$ cat config.mk
export PLATFORM = sky130hd
export DESIGN_NAME = pe_array_ctrl_flat
export DESIGN_NICKNAME = d
export VERILOG_FILES = /design/src/rtl/pe_array_ctrl_pkg.sv /design/src/rtl/pe_array_ctrl_if.sv /design/src/rtl/pe_array_ctrl_cnt.sv /design/src/rtl/pe_array_ctrl.sv /design/src/flat_wrapper.sv
export SDC_FILE = /design/constraint.sdc
export NUM_CORES = 1
export LEC_CHECK = 0
export ABC_AREA = 1
export CAP_MARGIN = 20
export CORE_AREA = 4 4 86 88
export DETAILED_ROUTE_END_ITERATION = 6
export DIE_AREA = 0 0 90 92
export HOLD_SLACK_MARGIN = 0.05
export PLACE_DENSITY = 0.8
export RECOVER_POWER = 100
export SLEW_MARGIN = 30
export SYNTH_ARGS = -nofsm -noshare
export SYNTH_HDL_FRONTEND = slang
export SYNTH_SLANG_ARGS = --single-unit
$ cat constraint.sdc
create_clock -name clk -period 1.8 [get_ports clk]
set_input_delay 0.36 -clock clk [delete_from_list [all_inputs] [get_ports clk]]
set_output_delay 0.36 -clock clk [all_outputs]
set_load 0.05 [all_outputs]
$ cat src/rtl/pe_array_ctrl_pkg.sv
// pe_array_ctrl_pkg: shared FSM states, registered-output bundle and counter width helper
package pe_array_ctrl_pkg;
  typedef enum logic [2:0] {IDLE, WLOAD, CLEAR, COMPUTE, DRAIN, DONE} ctrl_state_t;
  typedef struct packed {
    logic busy;
    logic done;
    logic en_w;
    logic clr_w;
    logic en_i;
    logic clr_i;
    logic en_o;
    logic clr_o;
    logic ifm_rd;
    logic ofm_vld;
  } ctrl_out_t;
  localparam int KWIDTH_DEF = 16;
  function automatic int cnt_w(input int kwidth);
    return kwidth + 1;
  endfunction
endpackage

$ cat src/rtl/pe_array_ctrl_if.sv
// pe_array_ctrl_if: job handshake and PE-array control bundle
//   master: start, abort, cfg_k, cfg_wreuse out; status and array controls in
//   slave : the controller side (mirror of master)
interface pe_array_ctrl_if #(parameter int KWIDTH = 16);
  logic start;
  logic abort;
  logic [KWIDTH-1:0] cfg_k;
  logic cfg_wreuse;
  logic busy;
  logic done;
  logic en_w;
  logic clr_w;
  logic en_i;
  logic clr_i;
  logic en_o;
  logic clr_o;
  logic ifm_rd;
  logic ofm_vld;
  modport master(output start, abort, cfg_k, cfg_wreuse,
                 input busy, done, en_w, clr_w, en_i, clr_i, en_o, clr_o, ifm_rd, ofm_vld);
  modport slave(input start, abort, cfg_k, cfg_wreuse,
                output busy, done, en_w, clr_w, en_i, clr_i, en_o, clr_o, ifm_rd, ofm_vld);
endinterface

$ cat src/rtl/pe_array_ctrl_cnt.sv
// pe_array_ctrl_cnt: loadable down-counter with zero flag (saturates at 0)
//   clk, rst_n : clock, async active-low reset
//   load, val  : load val this cycle (wins over dec)
//   dec        : decrement
//   cnt, zero  : current count, count == 0
module pe_array_ctrl_cnt #(parameter int W = 17) (
  input  logic         clk,
  input  logic         rst_n,
  input  logic         load,
  input  logic         dec,
  input  logic [W-1:0] val,
  output logic [W-1:0] cnt,
  output logic         zero
);
  always_ff @(posedge clk or negedge rst_n)
    if (!rst_n) cnt <= '0;
    else if (load) cnt <= val;
    else if (dec && !zero) cnt <= cnt - 1'b1;
  assign zero = cnt == '0;
endmodule

$ cat src/rtl/pe_array_ctrl.sv
// pe_array_ctrl: job sequencer for a weight-stationary systolic PE array
//   clk, rst_n : clock, async active-low reset
//   bus        : pe_array_ctrl_if.slave (start/abort/cfg in; busy/done/enables/ifm_rd/ofm_vld out)
//   perf_cyc, perf_jobs : only with PE_ARRAY_CTRL_PERF_EN defined
module pe_array_ctrl
  import pe_array_ctrl_pkg::*;
#(
  parameter int ROWS   = 16,
  parameter int COLS   = 16,
  parameter int KWIDTH = KWIDTH_DEF
) (
  input  logic               clk,
  input  logic               rst_n,
  pe_array_ctrl_if.slave     bus
`ifdef PE_ARRAY_CTRL_PERF_EN
  ,
  output logic [31:0]        perf_cyc,
  output logic [15:0]        perf_jobs
`endif
);
  localparam int CW = cnt_w(KWIDTH);
  if (ROWS + COLS - 1 >= (1 << KWIDTH)) begin : g_chk
    $error("ROWS+COLS-1 must be below 2**KWIDTH");
  end
  ctrl_state_t state, state_nx;
  ctrl_out_t o_q, o_d;
  logic wvalid, set_wv, ld, dec, zero, accept;
  logic [KWIDTH-1:0] k_q;
  logic [CW-1:0] ld_val, cnt, c;
  pe_array_ctrl_cnt #(.W(CW)) u_cnt (
    .clk(clk), .rst_n(rst_n), .load(ld), .dec(dec), .val(ld_val), .cnt(cnt), .zero(zero)
  );
  // outputs are registered, so o_q.busy still covers the done cycle; gating on it
  // drops a start that coincides with done
  assign accept = state == IDLE && !o_q.busy && bus.start;
  always_comb begin
    state_nx = state;
    o_d = '0;
    ld = 1'b0;
    ld_val = '0;
    dec = 1'b0;
    set_wv = 1'b0;
    unique case (state)
      IDLE: if (accept) begin
        o_d.busy = 1'b1;
        state_nx = (bus.cfg_k == '0) ? DONE : (bus.cfg_wreuse && wvalid) ? CLEAR : WLOAD;
        o_d.clr_w = state_nx == WLOAD;
        ld = 1'b1;
        ld_val = CW'(ROWS - 1);
      end
      WLOAD: begin
        o_d.busy = 1'b1;
        o_d.en_w = 1'b1;
        dec = 1'b1;
        set_wv = zero;
        state_nx = zero ? CLEAR : WLOAD;
      end
      CLEAR: begin
        o_d.busy = 1'b1;
        o_d.clr_i = 1'b1;
        o_d.clr_o = 1'b1;
        ld = 1'b1;
        ld_val = CW'(k_q) - CW'(1);
        state_nx = COMPUTE;
      end
      COMPUTE: begin
        o_d.busy = 1'b1;
        o_d.ifm_rd = 1'b1;
        o_d.en_i = 1'b1;
        o_d.en_o = 1'b1;
        o_d.ofm_vld = c >= CW'(ROWS);
        ld = zero;
        ld_val = CW'(ROWS + COLS - 2);
        dec = 1'b1;
        state_nx = zero ? DRAIN : COMPUTE;
      end
      DRAIN: begin
        o_d.busy = 1'b1;
        o_d.en_i = 1'b1;
        o_d.en_o = 1'b1;
        o_d.ofm_vld = c >= CW'(ROWS);
        dec = 1'b1;
        state_nx = zero ? DONE : DRAIN;
      end
      DONE: begin
        o_d.busy = 1'b1;
        o_d.done = 1'b1;
        state_nx = IDLE;
      end
      default: state_nx = IDLE;
    endcase
    if (bus.abort) begin
      state_nx = IDLE;
      o_d = '0;
      ld = 1'b0;
      set_wv = 1'b0;
    end
  end
  // c is the compute+drain phase index; drain ends at c = T-1, which closes the ofm_vld window
  always_ff @(posedge clk or negedge rst_n)
    if (!rst_n) begin
      state <= IDLE;
      o_q <= '0;
      wvalid <= 1'b0;
      k_q <= '0;
      c <= '0;
    end else begin
      state <= state_nx;
      o_q <= o_d;
      wvalid <= !bus.abort && (wvalid || set_wv);
      if (accept) k_q <= bus.cfg_k;
      c <= (!bus.abort && (state == COMPUTE || state == DRAIN)) ? c + 1'b1 : '0;
    end
  assign bus.busy = o_q.busy;
  assign bus.done = o_q.done;
  assign bus.en_w = o_q.en_w;
  assign bus.clr_w = o_q.clr_w;
  assign bus.en_i = o_q.en_i;
  assign bus.clr_i = o_q.clr_i;
  assign bus.en_o = o_q.en_o;
  assign bus.clr_o = o_q.clr_o;
  assign bus.ifm_rd = o_q.ifm_rd;
  assign bus.ofm_vld = o_q.ofm_vld;
`ifdef PE_ARRAY_CTRL_PERF_EN
  logic [31:0] run;
  // run counts busy cycles so far; the done cycle itself adds one more
  always_ff @(posedge clk or negedge rst_n)
    if (!rst_n) begin
      run <= '0;
      perf_cyc <= '0;
      perf_jobs <= '0;
    end else begin
      run <= o_d.busy ? (state == IDLE ? 32'd1 : run + 32'd1) : '0;
      if (o_d.done) begin
        perf_cyc <= run + 32'd1;
        perf_jobs <= perf_jobs + 16'd1;
      end
    end
`endif
endmodule

$ cat src/flat_wrapper.sv
// flat-port wrapper written by rule: the top's interface ports become plain ports
module pe_array_ctrl_flat import pe_array_ctrl_pkg::*;
#(
  parameter int ROWS   = 16,
  parameter int COLS   = 16,
  parameter int KWIDTH = KWIDTH_DEF
)
  (clk, rst_n, bus_start, bus_abort, bus_cfg_k, bus_cfg_wreuse, bus_busy, bus_done, bus_en_w, bus_clr_w, bus_en_i, bus_clr_i, bus_en_o, bus_clr_o, bus_ifm_rd, bus_ofm_vld);
  pe_array_ctrl_if #(.KWIDTH(KWIDTH)) bus_i ();
  input  logic clk;
  input  logic rst_n;
  input wire logic [$bits(bus_i.start)-1:0] bus_start;
  input wire logic [$bits(bus_i.abort)-1:0] bus_abort;
  input wire logic [$bits(bus_i.cfg_k)-1:0] bus_cfg_k;
  input wire logic [$bits(bus_i.cfg_wreuse)-1:0] bus_cfg_wreuse;
  output wire logic [$bits(bus_i.busy)-1:0] bus_busy;
  output wire logic [$bits(bus_i.done)-1:0] bus_done;
  output wire logic [$bits(bus_i.en_w)-1:0] bus_en_w;
  output wire logic [$bits(bus_i.clr_w)-1:0] bus_clr_w;
  output wire logic [$bits(bus_i.en_i)-1:0] bus_en_i;
  output wire logic [$bits(bus_i.clr_i)-1:0] bus_clr_i;
  output wire logic [$bits(bus_i.en_o)-1:0] bus_en_o;
  output wire logic [$bits(bus_i.clr_o)-1:0] bus_clr_o;
  output wire logic [$bits(bus_i.ifm_rd)-1:0] bus_ifm_rd;
  output wire logic [$bits(bus_i.ofm_vld)-1:0] bus_ofm_vld;
  assign bus_i.start = bus_start;
  assign bus_i.abort = bus_abort;
  assign bus_i.cfg_k = bus_cfg_k;
  assign bus_i.cfg_wreuse = bus_cfg_wreuse;
  assign bus_busy = bus_i.busy;
  assign bus_done = bus_i.done;
  assign bus_en_w = bus_i.en_w;
  assign bus_clr_w = bus_i.clr_w;
  assign bus_en_i = bus_i.en_i;
  assign bus_clr_i = bus_i.clr_i;
  assign bus_en_o = bus_i.en_o;
  assign bus_clr_o = bus_i.clr_o;
  assign bus_ifm_rd = bus_i.ifm_rd;
  assign bus_ofm_vld = bus_i.ofm_vld;
  pe_array_ctrl #(.ROWS(ROWS), .COLS(COLS), .KWIDTH(KWIDTH)) u_core (.clk(clk), .rst_n(rst_n), .bus(bus_i));
endmodule
==> reports/metrics.cfg, run 1 <==
[setup_path]
cp_cell_sequence=inv_2 -> ha_4 -> inv_2 -> nor2_1 -> nand2_1 -> nor2_4 -> nand3_2 -> buf_6 -> a21oi_4 -> buf_6 -> o21ai_0 -> nand2_1
critPathBufInv=4
worstPathRequired_ns=2.09
start_kind=register
cp.arrival_ns=2.12
critical_path_class=reg2reg
slowest_stage=dfrtp_1
crit_path_end_kind=register
path_delay_family=simple AND/OR/NAND/NOR gates
slowest_delay_ns=0.39
crit_fanout=5

[logic_synthesis]
netlist_area_um2=3760
synthesis.nets=553
synth_area_leaders=dfrtp_1 41%, nand2_1 14%, nor2_1 8.9%
synthCells=527
synth_cell_type_count=35
ys_seq_area_share_pct=41.3
synth_seq_cells=62
yosysTopAreaCellShare_pct=41.3
yosysWarnings=0
syn_area_per_cell_um2=7.13
yosysTopAreaCell=dfrtp_1

[place]
port_buffers=30
hpwl_um=6630
pre_cts_slack_ns=-0.0309
placedCellCount=653
gp_congestion=0.918

[global_routing]
overflow=0
grt_max_degree=63
grt_pass1_vias=3441
track_usage_pct=22.8
grt_pass1_wl_um=15400
antenna_found_initial=0

[route]
ant_nets=0
drt-wirelength-per-cell_um=13.8
finalWirelength_um=9400
vias_per_cell=5.35
first_iter_violations=269
num_vias=3652
drt_pass1_iterations=4
route.detailed.drc=0

[sta]
rsz0062_at_grt=yes
tightest_slew_ns=0.844
setup_ws_ns=-0.0352
slew_violations=0
finalCriticalPeriod_ns=1.84
fmax_mhz=545
worst_slew_margin_rel_pct=43.7
finalCritPeriodShare_pct=102
finalHoldViolations=0
clock_skew_ns=0.00957
setup_violations=5

[final_layout]
instances_no_fill=683
multiInputGateArea_um2=1960
area_delta_synth_final_pct=23.1
n_antenna_cell=0
layout_common_cells=141 x nand2_1, 84 x nor2_1, 62 x inv_1
drive_above_1_share_pct=17.1
final_common_cell=nand2_1
regArea_um2=1550
fillCellCount=519
final_net_count=624

[die]
dieWidth_um=90
dieArea_um2=8280
initial_core_util_pct=56.5
die_y_um=92
ios=31
fp-row-count=30
core_area_um2=6640

[outcome]
violations=negative setup slack
status=complete, but fails checks

[job]
maxCapViolations=0

[clocking]
clock_latency_ns=0.35
h-tree-depth=3
cts_made_buffers=9
cts_tree=done
cts-root-buf=clkbuf_8
clock-sinks=62
clkTransAtPathRegs_ns=0.07
cts_max_path_buffers=2

[power]
peakVddDrop_uv=593
leakage_nw=2.24
p_per_area_nw_per_um2=1100

[worst_hold_path]
hold_class=reg2reg

==> final timing paths <==
| path | endpoint | cells past startpoint | start | slack (ns) |
|---|---|---|---|---|
| worst min register to register | u_core.c[0] | 1 | u_core.c[0] | 0.49 |
| max in group asynchronous | u_core.state[0] | 3 | rst_n | 0.44 |
| worst max-delay path | u_core.u_cnt.cnt[0] | 12 | u_core.u_cnt.cnt[0] | -0.04 |
| worst max register to register | u_core.u_cnt.cnt[0] | 12 | u_core.u_cnt.cnt[0] | -0.04 |
| min in group asynchronous | u_core.c[5] | 3 | rst_n | 0.78 |
| worst min-delay path | u_core.c[0] | 1 | u_core.c[0] | 0.49 |
==> cells in the mapped netlist (all sizes together) <==
library cell and number:
a211oi 1, a21oi 16, a31oi 1, a41oi 1, buf 6, clkbuf 3, dfrtp 62, ha 5
inv 70, mux2 3, nand2 150, nand3 32, nand3b 1, nand4 6, nor2 100, nor3 5
nor4 5, o211ai 5, o21a 1, o21ai 37, o21bai 2, or2 1, xnor2 5, xor2 9
==> registers in the layout, summed over array words and instances (netlist names), 3 cells and up <==
signal	flops
u_core.u_cnt.cnt	17
u_core.k_q	16
u_core.state	3
u_core.c	17
==> layer usage <==
| layer | up-vias | GRT usage (%) | part of all wire, % |
|---|---|---|---|
| li1 | 1804 | - | - |
| met1 | 1713 | 28.6 | 44 |
| met2 | 122 | 38.9 | 49 |
| met3 | 13 | 6.23 | 6.0 |
| met4 | 0 | 6.25 | 1.1 |
| met5 | - | 0 | 0 |
==> report_power, final <==
part | internal [mW] | switching, mW | leakage [nW] | total (mW)
logic | 0.737 | 1.21 | 1.33 | 1.94
registers | 1.64 | 0.237 | 0.814 | 1.88
clock network | 0.677 | 0.572 | 0.0955 | 1.25
total | 3.05 | 2.02 | 2.24 | 5.07
==> cells by family after synthesis <==
logic type / count (synthesis) / synth area share [%]
simple gates: 300 / 34.8
buf+inv: 79 / 8.56
compound gates: 64 / 9.49
flops: 62 / 41.3
xor+xnor: 14 / 3.26
fa+ha+maj: 5 / 1.67
mux: 3 / 0.899
==> through the flow <==
stage / hold WS (ns) / power (mW) / cell area [µm²] / utilization, % / setup TNS (ns)
CTS: 0.494 / 4.90 / 4480 / 67.4 / 0
global placement: 0.397 / 3.58 / 4270 / 64.2 / 0
floorplan: 0.0644 / 3.06 / 3760 / - / 0
finish: 0.486 / 5.07 / 4620 / 69.6 / -0.0689
global route: 0.518 / 5.45 / 4620 / 69.6 / -1.73
detailed placement: 0.398 / 3.64 / 4270 / 64.2 / -0.0370
==> what timing repair did <==
item,4_1_cts,5_1_grt
resized for setup,0,33
hold buffers,1,0
setup buffers,0,13
setup endpoints to repair,0,20
endpoints found under the hold margin,62,0
==> cell type report <==
| class | count | area share, % |
|---|---|---|
| Clock buffer | 11 | 3.06 |
| Clock inverter | 5 | 1.27 |
| Multi-Input combinational cell | 386 | 42.4 |
| Timing Repair Buffer | 69 | 11.7 |
| Inverter | 70 | 5.85 |
| Tap cell | 80 | 2.17 |
| Sequential cell | 62 | 33.6 |
Power figures use the tool's default switching activity.
==> run 2, diff against run 1 <==
--- a/config.mk
+++ b/config.mk
@@ -7,13 +7,14 @@
 export LEC_CHECK = 0
 export ABC_AREA = 1
 export CAP_MARGIN = 20
-export CORE_AREA = 4 4 86 88
+export CORE_AREA = 4 4 88 90
 export DETAILED_ROUTE_END_ITERATION = 6
-export DIE_AREA = 0 0 90 92
+export DIE_AREA = 0 0 92 94
 export HOLD_SLACK_MARGIN = 0.05
-export PLACE_DENSITY = 0.8
+export PLACE_DENSITY = 0.81
 export RECOVER_POWER = 100
 export SLEW_MARGIN = 30
 export SYNTH_ARGS = -nofsm -noshare
 export SYNTH_HDL_FRONTEND = slang
+export SYNTH_HIERARCHICAL = 1
 export SYNTH_SLANG_ARGS = --single-unit
==> run 2 against run 1 <==
Net effect: the flow still finishes with violations (negative setup slack); final cell count grew 13%; count of clock-buffer cells in the layout is the same; non-clock buffer count grew 20; sequential cell count is the same; via count grew 11%; synthesized cell count grew 10%; clock power shrank 4%; register-to-register slack lost 0.10 ns; critical path type unchanged; critical endpoint is now u_core/u_cnt/cnt[3].
==> reports/metrics.cfg, run 2 <==
[sta]
setup_ws_ns=-0.136  ; was -0.0352 ns
rsz0062_at_grt=yes  ; unchanged
finalCritPeriodShare_pct=108  ; was 102%
tightest_slew_ns=0.956  ; was 0.844 ns
setup_violations=16  ; was 5
worst_slew_margin_rel_pct=36.3  ; was 43.7%
finalCriticalPeriod_ns=1.94  ; was 1.84 ns
fmax_mhz=517  ; was 545 MHz
slew_violations=0  ; unchanged
tns_ns=-1.83  ; was -0.0689 ns
clock_skew_ns=0.0149  ; was 0.00957 ns
finalHoldViolations=0  ; unchanged
whs_ns=0.493  ; was 0.486 ns

[setup_path]
critPathBufInv=5  ; was 4
worstPathRequired_ns=2.08  ; was 2.09 ns
worst-r2r-setup-slack_ns=-0.14  ; was -0.04 ns
cp_cell_sequence=inv_2 -> ha_4 -> nand3_4 -> nor2_4 -> nand3b_4 -> inv_2 -> nand2_1 -> a31oi_1 -> buf_4 -> inv_6 -> nand2_4 -> buf_12 -> nand2_1 -> o21ai_2  ; was inv_2 -> ha_4 -> inv_2 -> nor2_1 -> nand2_1 -> nor2_4 -> nand3_2 -> buf_6 -> a21oi_4 -> buf_6 -> o21ai_0 -> nand2_1
r2r_start=u_core/u_cnt/cnt[1]  ; was u_core.u_cnt.cnt[0]
ff2ff_path_depth=14  ; was 12
critical_path_class=reg2reg  ; unchanged
slowest_stage=dfrtp_1  ; unchanged
crit_fanout=12  ; was 5
reg2reg_to=u_core/u_cnt/cnt[3]  ; was u_core.u_cnt.cnt[0]
crit_path_end_kind=register  ; unchanged
slowest_delay_ns=0.39  ; about the same
start_kind=register  ; unchanged
cp.depth=14  ; was 12
cp.arrival_ns=2.21  ; was 2.12 ns
path_delay_family=simple AND/OR/NAND/NOR gates  ; unchanged

[global_routing]
track_usage_pct=22.9  ; was 22.8%
grt_pass1_vias=3716  ; was 3441
grt_max_degree=33  ; was 63
overflow=0  ; unchanged
antenna_found_initial=0  ; unchanged
grt_pass1_wl_um=16000  ; was 15400 µm

[logic_synthesis]
yosysTopAreaCellShare_pct=38.8  ; was 41.3%
synth_ff_type=dfrtp_1  ; unchanged
yosysWarnings=6  ; was 0
ys_seq_area_share_pct=38.8  ; was 41.3%
yosysMostFrequentCell=nand2_1  ; unchanged
async_reset_ff_share_pct=100  ; unchanged
yosysTopAreaCell=dfrtp_1  ; unchanged
synth_commonest_cells=187 x nand2_1, 108 x nor2_1, 62 x dfrtp_1, 53 x inv_1, 48 x nand3_1  ; was 143 x nand2_1, 89 x nor2_1, 64 x inv_1, 62 x dfrtp_1, 30 x nand3_1
synth_seq_cells=62  ; unchanged
synth_cell_type_count=39  ; was 35
synthCells=582  ; was 527
synth-edff-count=0  ; unchanged
syn_area_per_cell_um2=6.86  ; was 7.13 µm²
synth_area_leaders=dfrtp_1 39%, nand2_1 18%, nor2_1 10%  ; was dfrtp_1 41%, nand2_1 14%, nor2_1 8.9%
netlist_area_um2=4000  ; was 3760 µm²
synthesis.nets=607  ; was 553

[die]
initial_core_util_pct=56.6  ; was 56.5%
dieArea_um2=8650  ; was 8280 µm²
ios=31  ; unchanged
dieWidth_um=92  ; was 90 µm
die_y_um=94  ; was 92 µm
core_area_um2=7060  ; was 6640 µm²
fp-row-count=31  ; was 30

[place]
place_area_um2=4740  ; was 4270 µm²
hpwl_um=6980  ; was 6630 µm
port_buffers=30  ; unchanged
gp_congestion=0.921  ; was 0.918

[outcome]
status=complete, but fails checks  ; unchanged
violations=negative setup slack  ; unchanged

[final_layout]
regArea_um2=1550  ; about the same
fin_area_um2=4950  ; was 4620 µm²
multiInputGateArea_um2=2130  ; was 1960 µm²
drive_above_1_share_pct=19.2  ; was 17.1%
fillCellCount=569  ; was 519
n_antenna_cell=0  ; unchanged
final_net_count=693  ; was 624
reg.largest.list=u_core/c (17), u_core/u_cnt/cnt (17), u_core/k_q (16)  ; was u_core.c (17), u_core.u_cnt.cnt (17), u_core.k_q (16)
area_delta_synth_final_pct=24.0  ; was 23.1%
fin_util_pct=70.2  ; was 69.6%
final_common_cell=nand2_1  ; unchanged
layout_common_cells=185 x nand2_1, 106 x nor2_1, 62 x dfrtp_1  ; was 141 x nand2_1, 84 x nor2_1, 62 x inv_1

[route]
vias_per_cell=5.23  ; was 5.35
first_iter_violations=259  ; was 269
met3_wirelength_um=583  ; was 560 µm
drt-wirelength-per-cell_um=12.5  ; was 13.8 µm
drt_pass1_iterations=5  ; was 4
finalWirelength_um=9640  ; was 9400 µm
route.detailed.drc=0  ; unchanged
routed.top_layer=met4  ; unchanged
ant_nets=0  ; unchanged
met1_length_um=3960  ; was 4140 µm
num_vias=4036  ; was 3652
met2WireLength_um=4910  ; was 4590 µm

[worst_hold_path]
hold_path_end=u_core/c[0]  ; was u_core.c[0]
hold_depth=1  ; unchanged
min_from=u_core/c[0]  ; was u_core.c[0]
hold_class=reg2reg  ; unchanged

[clocking]
cts-root-buf=clkbuf_8  ; unchanged
cts_tree=done  ; unchanged
clock_latency_ns=0.35  ; about the same
clkTransAtPathRegs_ns=0.07  ; about the same
cts_max_path_buffers=2  ; unchanged
clock-sinks=62  ; unchanged
h-tree-depth=3  ; unchanged
cts_made_buffers=9  ; unchanged

[power]
leakage_nw=2.36  ; was 2.24 nW
power_mw=5.75  ; was 5.07 mW
peakVddDrop_uv=704  ; was 593 µV
p_per_area_nw_per_um2=1160  ; was 1100 nW/µm²

[job]
maxCapViolations=0  ; unchanged

-- run 2: cell count changes after synthesis, moves of 5 or more --
cell,before,now
nand2_1,143,187
nor2_1,89,108
nand3_1,30,48
o21ai_2,0,18
o21ai_0,29,13
inv_1,64,53
xor2_1,9,2
nor3_1,4,10
nand2_2,7,2
o211ai_1,5,0
o21ai_1,8,3
-- run 2: how the worst max path moves through the flow --
stage	from	to	slack (ns)
CTS	u_core/u_cnt/cnt[1]	u_core/u_cnt/cnt[3]	-0.11
global placement	bus_start	u_core/u_cnt/cnt[7]	-0.20
global route	u_core/u_cnt/cnt[1]	u_core/u_cnt/cnt[7]	-0.27
detailed placement	bus_start	u_core/u_cnt/cnt[3]	-0.25
floorplan	u_core/u_cnt/cnt[0]	u_core/u_cnt/cnt[2]	-0.09
finish	u_core/u_cnt/cnt[1]	u_core/u_cnt/cnt[3]	-0.14
-- run 2: logic make-up (layout without fill, tap and decap cells) --
| group | Yosys count | in the layout | share of synthesized area, % |
|---|---|---|---|
| AOI/OAI and AO/OA | 56 | 56 | 9.30 |
| DFF | 62 | 62 | 38.8 |
| xor gates and xnor gates | 3 | 3 | 0.658 |
| buffers and inverters | 74 | 165 | 8.71 |
| adders and majority gates | 4 | 4 | 1.25 |
| and+or+nand+nor | 383 | 383 | 41.2 |
-- run 2: where the power goes --
group	switching (mW)	internal [mW]	total [mW]
Sequential	0.210	1.64	1.85
Combinational	1.53	1.17	2.70
Clock	0.560	0.642	1.20
Total	2.30	3.46	5.75
-- run 2: cell type report --
cell class,count,area share [%]
well taps,99,2.50
inverters,60,4.75
repair buffers,89,14.7
multi-input cells,446,42.9
clock buffers,11,2.65
flip-flops and latches,62,31.3
clock inverters,5,1.19
-- run 2: metal layers --
layer  vias up  global-route usage, %
li1       2019                      -
met1      1848                   26.9
met2       148                   40.6
met3        21                   5.85
met4         0                   7.80
met5         -                      0
-- run 2: metrics by stage --
stage               setup WS [ns]  std cells
CTS                        -0.114        769
finish                     -0.136        772
global placement           -0.201        747
detailed placement         -0.251        747
floorplan                 -0.0933        582
global route               -0.269        772
-- run 2: repair_timing --
action                     CTS  global route
hold buffers                 1             0
setup buffers                5             2
gates cloned                 0             1
gates resized for setup      5             3
hold endpoints to repair    15             0
setup endpoints to repair   16            17
==> run 3, diff against run 2 <==
--- a/config.mk
+++ b/config.mk
@@ -11,7 +11,7 @@
 export DETAILED_ROUTE_END_ITERATION = 6
 export DIE_AREA = 0 0 92 94
 export HOLD_SLACK_MARGIN = 0.05
-export PLACE_DENSITY = 0.81
+export PLACE_DENSITY = 0.86
 export RECOVER_POWER = 100
 export SLEW_MARGIN = 30
 export SYNTH_ARGS = -nofsm -noshare
==> run 3 against run 2 <==
Net effect: critical path type unchanged; critical path depth stayed put; largest cell class unchanged; final cell count is 0.13% higher; hold slack better by 0.014 ns; the run still ends with negative setup slack left.
==> reports/metrics.cfg, run 3 (same netlist as run 2, synthesis figures left out) <==
[setup_path]
cp_cell_sequence=inv_2 -> ha_4 -> nand3_4 -> nor2_4 -> nand3b_4 -> inv_2 -> nand2_2 -> a31oi_4 -> buf_6 -> buf_6 -> nand2_1 -> o21ai_1 -> nand2_2 -> o21ai_2  ; was inv_2 -> ha_4 -> nand3_4 -> nor2_4 -> nand3b_4 -> inv_2 -> nand2_1 -> a31oi_1 -> buf_4 -> inv_6 -> nand2_4 -> buf_12 -> nand2_1 -> o21ai_2
critPathBufInv=4  ; was 5
critical_path_class=reg2reg  ; unchanged
slowest_delay_ns=0.39  ; about the same
crit_fanout=6  ; was 12
start_kind=register  ; unchanged
slowest_stage=dfrtp_1  ; unchanged
worstPathRequired_ns=2.08  ; about the same
path_delay_family=simple AND/OR/NAND/NOR gates  ; unchanged
cp.arrival_ns=2.35  ; was 2.21 ns
crit_path_end_kind=register  ; unchanged

[place]
gp_congestion=0.874  ; was 0.921
hpwl_um=7320  ; was 6980 µm
pre_cts_slack_ns=-0.206  ; was -0.251 ns
placedCellCount=745  ; was 747
port_buffers=30  ; unchanged

[sta]
finalCriticalPeriod_ns=2.07  ; was 1.94 ns
tns_ns=-2.68  ; was -1.83 ns
finalHoldViolations=0  ; unchanged
fmax_mhz=484  ; was 517 MHz
finalCritPeriodShare_pct=115  ; was 108%
slew_violations=0  ; unchanged
worst_slew_margin_rel_pct=43.2  ; was 36.3%
tightest_slew_ns=0.852  ; was 0.956 ns
rsz0062_at_grt=yes  ; unchanged
clock_skew_ns=0.0106  ; was 0.0149 ns
setup_violations=16  ; unchanged
setup_ws_ns=-0.266  ; was -0.136 ns

[global_routing]
grt_pass1_vias=4220  ; was 3716
overflow=0  ; unchanged
grt_max_degree=63  ; was 33
antenna_found_initial=0  ; unchanged
grt_pass1_wl_um=17900  ; was 16000 µm
track_usage_pct=25.7  ; was 22.9%

[final_layout]
drive_above_1_share_pct=23.0  ; was 19.2%
fillCellCount=531  ; was 569
area_delta_synth_final_pct=27.9  ; was 24.0%
final_common_cell=nand2_1  ; unchanged
layout_common_cells=179 x nand2_1, 108 x nor2_1, 62 x dfrtp_1  ; was 185 x nand2_1, 106 x nor2_1, 62 x dfrtp_1
reg.largest.list=u_core/c (17), u_core/u_cnt/cnt (17), u_core/k_q (16)  ; unchanged
instances_no_fill=773  ; was 772
final_net_count=695  ; was 693
n_antenna_cell=0  ; unchanged

[route]
drt_pass1_iterations=7  ; was 5
route.detailed.drc=0  ; unchanged
ant_nets=0  ; unchanged
vias_per_cell=5.55  ; was 5.23
drt-wirelength-per-cell_um=14.4  ; was 12.5 µm
first_iter_violations=420  ; was 259
num_vias=4292  ; was 4036
finalWirelength_um=11100  ; was 9640 µm

[die]
core_area_um2=7060  ; unchanged
die_y_um=94  ; unchanged
dieArea_um2=8650  ; unchanged
dieWidth_um=92  ; unchanged
ios=31  ; unchanged
fp-row-count=31  ; unchanged
initial_core_util_pct=56.6  ; unchanged

[outcome]
status=complete, but fails checks  ; unchanged
violations=negative setup slack  ; unchanged

[clocking]
cts_max_path_buffers=2  ; unchanged
clkTransAtPathRegs_ns=0.07  ; about the same
cts_tree=done  ; unchanged
cts_made_buffers=9  ; unchanged
h-tree-depth=3  ; unchanged
cts-root-buf=clkbuf_8  ; unchanged
clock-sinks=62  ; unchanged
clock_latency_ns=0.35  ; about the same

[power]
p_per_area_nw_per_um2=1180  ; was 1160 nW/µm²
power_mw=6.05  ; was 5.75 mW
peakVddDrop_uv=708  ; was 704 µV
leakage_nw=2.46  ; was 2.36 nW

[worst_hold_path]
hold_class=reg2reg  ; unchanged

[job]
maxCapViolations=0  ; unchanged

[run 3: timing repair]
| item | 4_1_cts | 5_1_grt |
|---|---|---|
| cloned | 1 | 0 |
| endpoints found under the setup margin | 16 | 17 |
| hold endpoints to repair | 62 | 0 |
| hold buffers | 1 | 0 |
| pin swaps | 3 | 5 |
| gates resized for setup | 13 | 12 |
| buffers inserted | 7 | 4 |
[run 3: layer usage]
| layer | vias up | GRT usage [%] | share of wire, % |
|---|---|---|---|
| met5 | - | 0 | 0 |
| met3 | 55 | 4.89 | 6.6 |
| met4 | 0 | 11.8 | 3.7 |
| li1 | 2018 | - | - |
| met2 | 221 | 47.7 | 51 |
| met1 | 1998 | 28.3 | 39 |
[run 3: per-stage QoR]
step	utilization [%]	hold WS, ns	instance area (µm²)
finish	72.4	0.507	5110
global route	72.4	0.544	5110
CTS	71.8	0.508	5070
detailed placement	67.2	0.400	4750
global placement	67.2	0.392	4750
floorplan	-	0.0644	4050
[run 3: power by group]
part	switching, mW	internal, mW
logic	1.65	1.28
registers	0.210	1.64
clock network	0.551	0.708
[run 3: cell type report]
class | count | area (µm²) | area share [%]
clock inverters | 3 | 43.8 | 0.857
well taps | 99 | 124 | 2.42
clock buffers | 12 | 155 | 3.04
repair buffers | 90 | 797 | 15.6
repair inverters | 1 | 6.26 | 0.122
flip-flops and latches | 62 | 1550 | 30.4
multi-input cells | 446 | 2200 | 43.0
inverters | 60 | 238 | 4.65
[run 3: path summary, 6_finish.rpt]
kind | endpoint | cells past startpoint | slack (ns) | start
min in group asynchronous | u_core/bus.ofm_vld | 3 | 0.77 | rst_n
max | u_core/u_cnt/cnt[1] | 14 | -0.27 | u_core/u_cnt/cnt[1]
min | u_core/u_cnt/cnt[16] | 2 | 0.51 | u_core/u_cnt/cnt[16]
max in group asynchronous | u_core/u_cnt/cnt[7] | 3 | 0.48 | rst_n
min reg2reg | u_core/u_cnt/cnt[16] | 2 | 0.51 | u_core/u_cnt/cnt[16]
max reg2reg | u_core/u_cnt/cnt[1] | 14 | -0.27 | u_core/u_cnt/cnt[1]
[run 3: tightest hold or removal path, stage by stage, from the launching register on]
cell and delay (ns):
dfrtp_1 0.35, nand3_1 0.08, nand2_1 0.05
